===== src/rtl/iir_biquad_sched_pkg.sv =====
// -----------------------------------------------------------------------------
// iir_pkg
// Shared types and helpers for the time-multiplexed biquad cascade sequencer:
// FSM state encoding, tap ordering inside a section, the bypass coefficient
// set and the round/saturate step applied at the end of every section.
// -----------------------------------------------------------------------------
package iir_pkg;

    typedef enum logic [1:0] {
        ST_IDLE,
        ST_MAC,
        ST_SEC_END,
        ST_OUT
    } state_t;

    // Tap order inside one section; also the coefficient address offset.
    localparam int TAP_B0   = 0;
    localparam int TAP_B1   = 1;
    localparam int TAP_B2   = 2;
    localparam int TAP_A1   = 3;
    localparam int TAP_A2   = 4;
    localparam int NUM_TAPS = 5;

    // Bypass section: b0 = 1.0 in the coefficient fixed-point format, rest 0.
    function automatic logic signed [63:0] bypass_coef(input int tap, input int coef_frac);
        return (tap == TAP_B0) ? (64'sd1 <<< coef_frac) : 64'sd0;
    endfunction

    // Round half up, drop coef_frac fraction bits, clamp to a wd_data-bit
    // signed range. The accumulator is passed sign-extended to 64 bits.
    function automatic logic signed [63:0] round_sat(input logic signed [63:0] acc,
                                                     input int coef_frac,
                                                     input int wd_data);
        logic signed [63:0] rounded;
        logic signed [63:0] max_v;
        logic signed [63:0] min_v;
        rounded = (acc + (64'sd1 <<< (coef_frac - 1))) >>> coef_frac;
        max_v   = (64'sd1 <<< (wd_data - 1)) - 64'sd1;
        min_v   = -(64'sd1 <<< (wd_data - 1));
        if (rounded > max_v)      return max_v;
        else if (rounded < min_v) return min_v;
        else                      return rounded;
    endfunction

endpackage


===== src/rtl/iir_biquad_sched_if.sv =====
// -----------------------------------------------------------------------------
// iir_biquad_sched_if
// Sample stream (valid/ready in and out) plus the coefficient write port.
//   in_valid/in_ready/in_data     : input samples, source -> filter
//   out_valid/out_ready/out_data  : filtered samples, filter -> sink
//   cfg_we/cfg_addr/cfg_data      : coefficient writes (addr = sec*5 + tap)
//   cfg_err                       : one-cycle pulse for a rejected write
// master = sample source / software side, slave = the filter.
// -----------------------------------------------------------------------------
interface iir_biquad_sched_if #(
    parameter int WD_DATA = 24,
    parameter int WD_COEF = 18,
    parameter int WD_ADDR = 4
);
    logic                       in_valid;
    logic                       in_ready;
    logic signed [WD_DATA-1:0]  in_data;
    logic                       out_valid;
    logic                       out_ready;
    logic signed [WD_DATA-1:0]  out_data;
    logic                       cfg_we;
    logic        [WD_ADDR-1:0]  cfg_addr;
    logic signed [WD_COEF-1:0]  cfg_data;
    logic                       cfg_err;

    modport master (
        output in_valid, in_data, out_ready, cfg_we, cfg_addr, cfg_data,
        input  in_ready, out_valid, out_data, cfg_err
    );

    modport slave (
        input  in_valid, in_data, out_ready, cfg_we, cfg_addr, cfg_data,
        output in_ready, out_valid, out_data, cfg_err
    );
endinterface


===== src/rtl/iir_biquad_sched_mac.sv =====
// -----------------------------------------------------------------------------
// iir_mac
// Shared multiply-accumulate unit: one signed a*b product per cycle, added to
// or subtracted from a registered full-width accumulator.
//   clk, reset : clock, asynchronous active-high reset
//   acc_clr    : zero the accumulator (wins over acc_en)
//   acc_en     : accumulate this cycle's product
//   sub        : subtract instead of add
//   a, b       : signed sample / coefficient operands
//   acc        : accumulator value
// -----------------------------------------------------------------------------
module iir_mac #(
    parameter int WD_A   = 24,
    parameter int WD_B   = 18,
    parameter int WD_ACC = 46
) (
    input  logic                     clk,
    input  logic                     reset,
    input  logic                     acc_clr,
    input  logic                     acc_en,
    input  logic                     sub,
    input  logic signed [WD_A-1:0]   a,
    input  logic signed [WD_B-1:0]   b,
    output logic signed [WD_ACC-1:0] acc
);
    logic signed [WD_A+WD_B-1:0] prod;
    logic signed [WD_ACC-1:0]    prod_ext;

    assign prod     = a * b;
    assign prod_ext = WD_ACC'(prod);

    // NOTE: clocked state uses non-blocking assignments so every register
    // samples pre-edge values and simulation matches the synthesized flops.
    always_ff @(posedge clk or posedge reset) begin
        if (reset)       acc <= '0;
        else if (acc_clr) acc <= '0;
        else if (acc_en)  acc <= sub ? (acc - prod_ext) : (acc + prod_ext);
    end
endmodule


===== src/rtl/iir_biquad_sched.sv =====
// -----------------------------------------------------------------------------
// iir_biquad_sched
// Sequencer for a cascade of NUM_SEC Direct Form I biquads sharing one MAC.
// Each section takes 5 MAC cycles plus one round/saturate/history cycle, so a
// sample appears NUM_SEC*6 cycles after it is accepted.
//   clk, reset : clock, asynchronous active-high reset
//   bus        : sample stream and coefficient port (slave side)
//   clear      : synchronous pulse, zero history and abort the current sample
//   busy       : high whenever the sequencer is not idle
// -----------------------------------------------------------------------------
module iir_biquad_sched
    import iir_pkg::*;
#(
    parameter int WD_DATA   = 24,
    parameter int WD_COEF   = 18,
    parameter int COEF_FRAC = 16,
    parameter int NUM_SEC   = 2,
    parameter int WD_ACC    = WD_DATA + WD_COEF + 4   // must stay <= 64
) (
    input  logic                clk,
    input  logic                reset,
    iir_biquad_sched_if.slave   bus,
    input  logic                clear,
    output logic                busy
);
    localparam int NUM_COEF = NUM_SEC * NUM_TAPS;
    localparam int WD_ADDR  = $clog2(NUM_COEF);
    localparam int WD_SEC   = (NUM_SEC > 1) ? $clog2(NUM_SEC) : 1;

    state_t                     state, state_next;
    logic        [WD_SEC-1:0]   sec;
    logic        [2:0]          tap;
    logic signed [WD_DATA-1:0]  x_cur;
    logic signed [WD_DATA-1:0]  x1 [NUM_SEC];
    logic signed [WD_DATA-1:0]  x2 [NUM_SEC];
    logic signed [WD_DATA-1:0]  y1 [NUM_SEC];
    logic signed [WD_DATA-1:0]  y2 [NUM_SEC];
    logic signed [WD_COEF-1:0]  coef [NUM_COEF];
    logic signed [WD_ACC-1:0]   acc;
    logic signed [WD_DATA-1:0]  mac_a;
    logic signed [WD_COEF-1:0]  mac_b;
    logic signed [WD_DATA-1:0]  y_sat;
    logic signed [WD_DATA-1:0]  out_data;
    logic        [WD_ADDR-1:0]  coef_idx;
    logic                       acc_clr, acc_en, mac_sub;
    logic                       accept, last_sec, last_tap, addr_ok, cfg_err;

    assign busy          = (state != ST_IDLE);
    assign bus.in_ready  = (state == ST_IDLE);
    assign bus.out_valid = (state == ST_OUT);
    assign bus.out_data  = out_data;
    assign bus.cfg_err   = cfg_err;

    // clear outranks a simultaneous input handshake: the sample is dropped.
    assign accept   = (state == ST_IDLE) && bus.in_valid && !clear;
    assign last_sec = (sec == WD_SEC'(NUM_SEC - 1));
    assign last_tap = (tap == 3'(TAP_A2));
    assign addr_ok  = (int'(bus.cfg_addr) < NUM_COEF);
    assign coef_idx = WD_ADDR'(int'(sec) * NUM_TAPS + int'(tap));
    assign mac_b    = coef[coef_idx];
    assign y_sat    = WD_DATA'(round_sat(64'(acc), COEF_FRAC, WD_DATA));

    // Operand for the current tap: new input, input history, output history.
    always_comb begin
        mac_a = x_cur;
        case (int'(tap))
            TAP_B1:  mac_a = x1[sec];
            TAP_B2:  mac_a = x2[sec];
            TAP_A1:  mac_a = y1[sec];
            TAP_A2:  mac_a = y2[sec];
            default: mac_a = x_cur;
        endcase
    end

    iir_mac #(
        .WD_A   (WD_DATA),
        .WD_B   (WD_COEF),
        .WD_ACC (WD_ACC)
    ) u_mac (
        .clk     (clk),
        .reset   (reset),
        .acc_clr (acc_clr),
        .acc_en  (acc_en),
        .sub     (mac_sub),
        .a       (mac_a),
        .b       (mac_b),
        .acc     (acc)
    );

    always_ff @(posedge clk or posedge reset) begin
        if (reset) state <= ST_IDLE;
        else       state <= state_next;
    end

    // NOTE: every output of this block gets a default first, so no path
    // leaves a signal unassigned and no latch is inferred.
    always_comb begin
        state_next = state;
        acc_clr    = 1'b0;
        acc_en     = 1'b0;
        mac_sub    = 1'b0;
        if (clear) begin
            state_next = ST_IDLE;
            acc_clr    = 1'b1;
        end else begin
            case (state)
                ST_IDLE: begin
                    acc_clr = 1'b1;
                    if (accept) state_next = ST_MAC;
                end
                ST_MAC: begin
                    acc_en  = 1'b1;
                    mac_sub = (tap >= 3'(TAP_A1));
                    if (last_tap) state_next = ST_SEC_END;
                end
                ST_SEC_END: begin
                    acc_clr    = 1'b1;
                    state_next = last_sec ? ST_OUT : ST_MAC;
                end
                ST_OUT: begin
                    if (bus.out_ready) state_next = ST_IDLE;
                end
                default: state_next = ST_IDLE;
            endcase
        end
    end

    always_ff @(posedge clk or posedge reset) begin
        if (reset) begin
            sec      <= '0;
            tap      <= '0;
            x_cur    <= '0;
            out_data <= '0;
            cfg_err  <= 1'b0;
            for (int s = 0; s < NUM_SEC; s++) begin
                x1[s] <= '0;
                x2[s] <= '0;
                y1[s] <= '0;
                y2[s] <= '0;
            end
            // NOTE: the coefficient file is reset on purpose: after reset
            // the cascade must behave as a bypass, so it cannot be left as
            // an uninitialised RAM.
            for (int i = 0; i < NUM_COEF; i++)
                coef[i] <= WD_COEF'(bypass_coef(i % NUM_TAPS, COEF_FRAC));
        end else begin
            cfg_err <= bus.cfg_we && (busy || !addr_ok);
            // Writes only land while idle, so coefficients never move mid-sample.
            if (bus.cfg_we && !busy && addr_ok)
                coef[bus.cfg_addr] <= bus.cfg_data;

            if (clear) begin
                for (int s = 0; s < NUM_SEC; s++) begin
                    x1[s] <= '0;
                    x2[s] <= '0;
                    y1[s] <= '0;
                    y2[s] <= '0;
                end
            end else begin
                case (state)
                    ST_IDLE: begin
                        if (accept) begin
                            x_cur <= bus.in_data;
                            sec   <= '0;
                            tap   <= '0;
                        end
                    end
                    ST_MAC: tap <= last_tap ? 3'd0 : tap + 3'd1;
                    ST_SEC_END: begin
                        x2[sec] <= x1[sec];
                        x1[sec] <= x_cur;
                        y2[sec] <= y1[sec];
                        y1[sec] <= y_sat;
                        if (last_sec) begin
                            out_data <= y_sat;
                        end else begin
                            sec   <= sec + 1'b1;
                            x_cur <= y_sat;
                        end
                    end
                    default: ;
                endcase
            end
        end
    end
endmodule


===== src/flat_wrapper.sv =====
// flat-port wrapper written by rule: the top's interface ports become plain ports
module iir_biquad_sched_flat import iir_pkg::*;
#(
    parameter int WD_DATA   = 24,
    parameter int WD_COEF   = 18,
    parameter int COEF_FRAC = 16,
    parameter int NUM_SEC   = 2,
    parameter int WD_ACC    = WD_DATA + WD_COEF + 4                     
)
  (clk, reset, clear, busy, bus_in_valid, bus_in_data, bus_out_ready, bus_cfg_we, bus_cfg_addr, bus_cfg_data, bus_in_ready, bus_out_valid, bus_out_data, bus_cfg_err);
  iir_biquad_sched_if #(.WD_DATA(WD_DATA), .WD_COEF(WD_COEF), .WD_ADDR((4))) bus_i ();
  input  logic clk;
  input  logic reset;
  input  logic clear;
  output logic busy;
  input wire logic [$bits(bus_i.in_valid)-1:0] bus_in_valid;
  input wire logic [$bits(bus_i.in_data)-1:0] bus_in_data;
  input wire logic [$bits(bus_i.out_ready)-1:0] bus_out_ready;
  input wire logic [$bits(bus_i.cfg_we)-1:0] bus_cfg_we;
  input wire logic [$bits(bus_i.cfg_addr)-1:0] bus_cfg_addr;
  input wire logic [$bits(bus_i.cfg_data)-1:0] bus_cfg_data;
  output wire logic [$bits(bus_i.in_ready)-1:0] bus_in_ready;
  output wire logic [$bits(bus_i.out_valid)-1:0] bus_out_valid;
  output wire logic [$bits(bus_i.out_data)-1:0] bus_out_data;
  output wire logic [$bits(bus_i.cfg_err)-1:0] bus_cfg_err;
  assign bus_i.in_valid = bus_in_valid;
  assign bus_i.in_data = bus_in_data;
  assign bus_i.out_ready = bus_out_ready;
  assign bus_i.cfg_we = bus_cfg_we;
  assign bus_i.cfg_addr = bus_cfg_addr;
  assign bus_i.cfg_data = bus_cfg_data;
  assign bus_in_ready = bus_i.in_ready;
  assign bus_out_valid = bus_i.out_valid;
  assign bus_out_data = bus_i.out_data;
  assign bus_cfg_err = bus_i.cfg_err;
  iir_biquad_sched #(.WD_DATA(WD_DATA), .WD_COEF(WD_COEF), .COEF_FRAC(COEF_FRAC), .NUM_SEC(NUM_SEC), .WD_ACC(WD_ACC)) u_core (.clk(clk), .reset(reset), .bus(bus_i), .clear(clear), .busy(busy));
endmodule

===== config.mk =====
export PLATFORM = sky130hd
export DESIGN_NAME = iir_biquad_sched_flat
export DESIGN_NICKNAME = d
export VERILOG_FILES = /design/src/rtl/iir_biquad_sched_pkg.sv /design/src/rtl/iir_biquad_sched_if.sv /design/src/rtl/iir_biquad_sched_mac.sv /design/src/rtl/iir_biquad_sched.sv /design/src/flat_wrapper.sv
export SDC_FILE = /design/constraint.sdc
export NUM_CORES = 2
export LEC_CHECK = 0
export ABC_AREA = 1
export CAP_MARGIN = 0
export CORE_UTILIZATION = 31
export CTS_CLUSTER_DIAMETER = 30
export DETAILED_ROUTE_END_ITERATION = 8
export SETUP_SLACK_MARGIN = 0.5
export SLEW_MARGIN = 20
export SYNTH_ARGS = -nofsm -noshare
export SYNTH_HDL_FRONTEND = slang
export SYNTH_SLANG_ARGS = --single-unit

===== constraint.sdc =====
create_clock -name clk -period 33.5 [get_ports clk]
set_input_delay 3.35 -clock clk [delete_from_list [all_inputs] [get_ports clk]]
set_output_delay 3.35 -clock clk [all_outputs]
set_load 0.05 [all_outputs]

==> summary.md <==
| Metric | Value |
|---|---|
| Layout Area Growth over Synthesis | 16.5% |
| Initial antenna violation count | 0 |
| Via density | 4.99 |
| Pins Over Slew Limit | 0 |
| Post-CTS setup buffers | 0 |
| Setup_tns | 0 ns |
| # clock sinks | 473 |
| Synth Net Count | 6,092 |
| Path category of the worst min-delay check | reg2reg |
| NumNets Final | 6,148 |
| Critical path required time | 34.00 ns |
| FF/Latch Area | 11,800 um2 |
| Clock buffer count from CTS | 107 |
| Synthesized flop and latch total | 473 |
| Total wire length | 137 mm |
| R2R Setup Slk | 20.17 ns |
| Antenna diodes | 0 |
| CP startpoint kind | flop |
| CP Capture Type | flop |
| Gates resized, CTS repair | 0 |
| Mapped Area | 41,800 um2 |
| Largest cells by area after synthesis | dfrtp_1, fa_1, nand2_1, inv_1, o21ai_0 |
| Hold-fix buffers at CTS | 0 |
| Cell taking the most area after synthesis | dfrtp_1 |
| First-pass GRT wire length | 216 mm |
| Outcome | complete, but fails checks |
| Largest net degree at the start of global routing | 186 |
| Slowest-stage cell, CP | clkinv_1 |
| Worst-Margin Slew | 1.18 ns |
| Cells after Synth | 5,454 |
| Die area | 136,000 um2 |
| Final setup fails | 0 |
| FILL cells | 13,700 |
| Vias in the first global route | 37,300 |
| Grt ovf | 0 |
| Share of cells above drive strength 1 | 5.98% |
| Critical-path maximum fanout | 53 |
| Post-DRT Antenna Nets | 0 |
| Utilization after layout | 36.4% |
| 1st-iter DRT viols | 3,507 |
| Post-route DRC | 20 |
| Chip height | 369 um |
| Multi-input gate area | 25,200 um2 |
| Distinct cell type count after synthesis | 60 |
| Routed via count | 36,800 |
| Worst-Skew Late Latency | 0.71 ns |
| Avg Cell Area, Syn | 7.66 um2 |
| DIE WIDTH | 369 um |
| Failing checks | design-rule violations |
| Drt pass-1 iters | 8 |
| Layout Skew | 0.0795 ns |
| Max-cap viol count | 0 |
| GRT Total Usage | 20.4% |
| Sequential-to-total area share from yosys stat | 28.3% |
| DR WL/cell | 18.6 um |
| Worst Path Arrival | 13.83 ns |
| Rows | 134 |
| Fmax | 75.0 MHz |
| YS warnings | 0 |
| IO buf count | 79 |
| Core Area | 134,000 um2 |
| CTS tree | built |
| Io pins | 80 |
| Min Tclk post-route | 13.33 ns |
| Fin. Hold Viols | 0 |
| Initial core utilization | 31.3% |
| DP Wirelength | 101 mm |
| CP Class | reg2reg |
| Root Driver | clkbuf_16 |
| Slowest stage delay, CP | 1.01 ns |
| Longest Clk Path Bufs | 3 |
| Clock-pin transition on the worst setup and hold timing paths | 0.05 ns |
| CP most frequent cell | nand2_1 |
| Gpl congestion | 0.955 |
| Placed Area | 44,600 um2 |
| RSZ-0062 raised after global routing | false |
| Post-route cell area | 48,700 um2 |
| Post-synth top area share | 28.2% |
| CTS H-tree lvls | 3 |
| Max-slew headroom | 21.4% |
| Period utilization | 39.8% |
==> critical path, delay by kind of cell, from the launching register on <==
kind / cells / cell delay [ns]
compound gates: 8 / 2.32
xor+xnor: 2 / 0.64
fa+ha+maj: 10 / 4.34
buf+inv: 11 / 2.44
flops: 1 / 0.72
simple gates: 15 / 2.60
==> layer usage <==
layer  vias to the layer above  global-route usage (%)  routed length (um)
li1                      17100                       -                   -
met4                         0                    8.55                5490
met5                         -                       0                   0
met1                     18000                    27.1               59100
met2                      1408                    32.2               61800
met3                       279                    3.87               10700
==> cell usage after synthesis, drive strengths merged <==
cell    number
clkinv      20
o211ai       5
dfstp        2
o21ai      476
inv       1057
o221a        1
o21a        15
nand2     1364
clkbuf     171
buf         30
o21bai       3
and2         7
a31oi       24
nor3b        1
a32o         9
a21oi      234
a41oi        1
nand3b      18
xor2        72
a211oi       2
a32oi        9
a21boi       6
a22oi       10
o22ai      163
mux2i        8
o31ai        7
a21o         5
xnor2       16
fa         426
nor2       432
or2          6
nor4b        1
nor4         4
o221ai       3
dfrtp      471
a221o        8
ha         160
nor3        29
nand3      137
a31o         1
nand4       40
==> state kept, by name (all words and copies together), names as in the netlist <==
name,flops
u_core.bus.cfg_err,1
u_core.last_sec,1
u_core.y1,48
u_core.coef,180
u_core.y2,48
u_core.x1,48
u_core.state,2
u_core.x2,48
u_core.tap,3
u_core.bus.out_data,24
u_core.u_mac.acc,46
u_core.x_cur,24
==> path summary, 6_finish.rpt <==
path | start | end | depth (start not counted)
worst max-delay path | u_core.last_sec | u_core.u_mac.acc[44] | 46
worst min-delay path | u_core.bus.out_data[12] | u_core.bus.out_data[12] | 2
worst max register to register | u_core.last_sec | u_core.u_mac.acc[44] | 46
worst min register to register | u_core.bus.out_data[12] | u_core.bus.out_data[12] | 2
max in group asynchronous | reset | u_core.u_mac.acc[45] | 4
min in group asynchronous | reset | u_core.x_cur[4] | 2
==> through the flow <==
| stage | std cells | setup slack [ns] | hold slack, ns |
|---|---|---|---|
| 6_report | 7370 | 20.17 | 0.470 |
| 5_1_grt | 7370 | 19.57 | 0.490 |
| 4_1_cts | 7368 | 20.49 | 0.477 |
| 3_5_place_dp | 7167 | 20.53 | 0.465 |
| 3_3_place_gp | 7167 | 20.61 | 0.462 |
| 2_1_floorplan | 5454 | 16.96 | 0.448 |
==> cell usage in the layout (no fill, tap or decap), types with 15 or more instances in the layout <==
cell	instances
a21oi_1	233
a31oi_1	24
buf_4	65
bufinv_16	19
clkbuf_16	107
clkbuf_8	21
clkdlybuf4s50_1	79
clkinv_1	17
dfrtp_1	470
fa_1	426
ha_1	159
inv_1	1048
nand2_1	1356
nand3_1	131
nand3b_1	18
nand4_1	38
nor2_1	419
nor3_1	25
o21a_1	15
o21ai_0	455
o21ai_1	18
o22ai_1	155
xor2_1	71
==> kinds of logic (layout without fill, tap and decap cells) <==
| family | Yosys count | count (layout) | share of synthesized area [%] |
|---|---|---|---|
| and+or+nand+nor | 2039 | 2039 | 19.7 |
| buffers and inverters | 1278 | 1426 | 11.6 |
| AOI/OAI and AO/OA | 982 | 982 | 13.1 |
| adders and majority gates | 586 | 586 | 25.2 |
| DFF | 473 | 473 | 28.3 |
| xor gates and xnor gates | 88 | 88 | 1.90 |
| muxes | 8 | 8 | 0.192 |
==> area by class of cell <==
| class | count | share of cell area (%) |
|---|---|---|
| clock buffer | 139 | 6.18 |
| inverter | 1077 | 8.32 |
| sequential | 473 | 24.3 |
| tap | 1768 | 4.55 |
| clock inverter | 62 | 2.08 |
| multi-input combinational | 3703 | 51.7 |
| timing repair buffer | 148 | 2.82 |
Power is not shown: default switching activity piles up to over one toggle a cycle in this logic, so the estimate is an artifact.
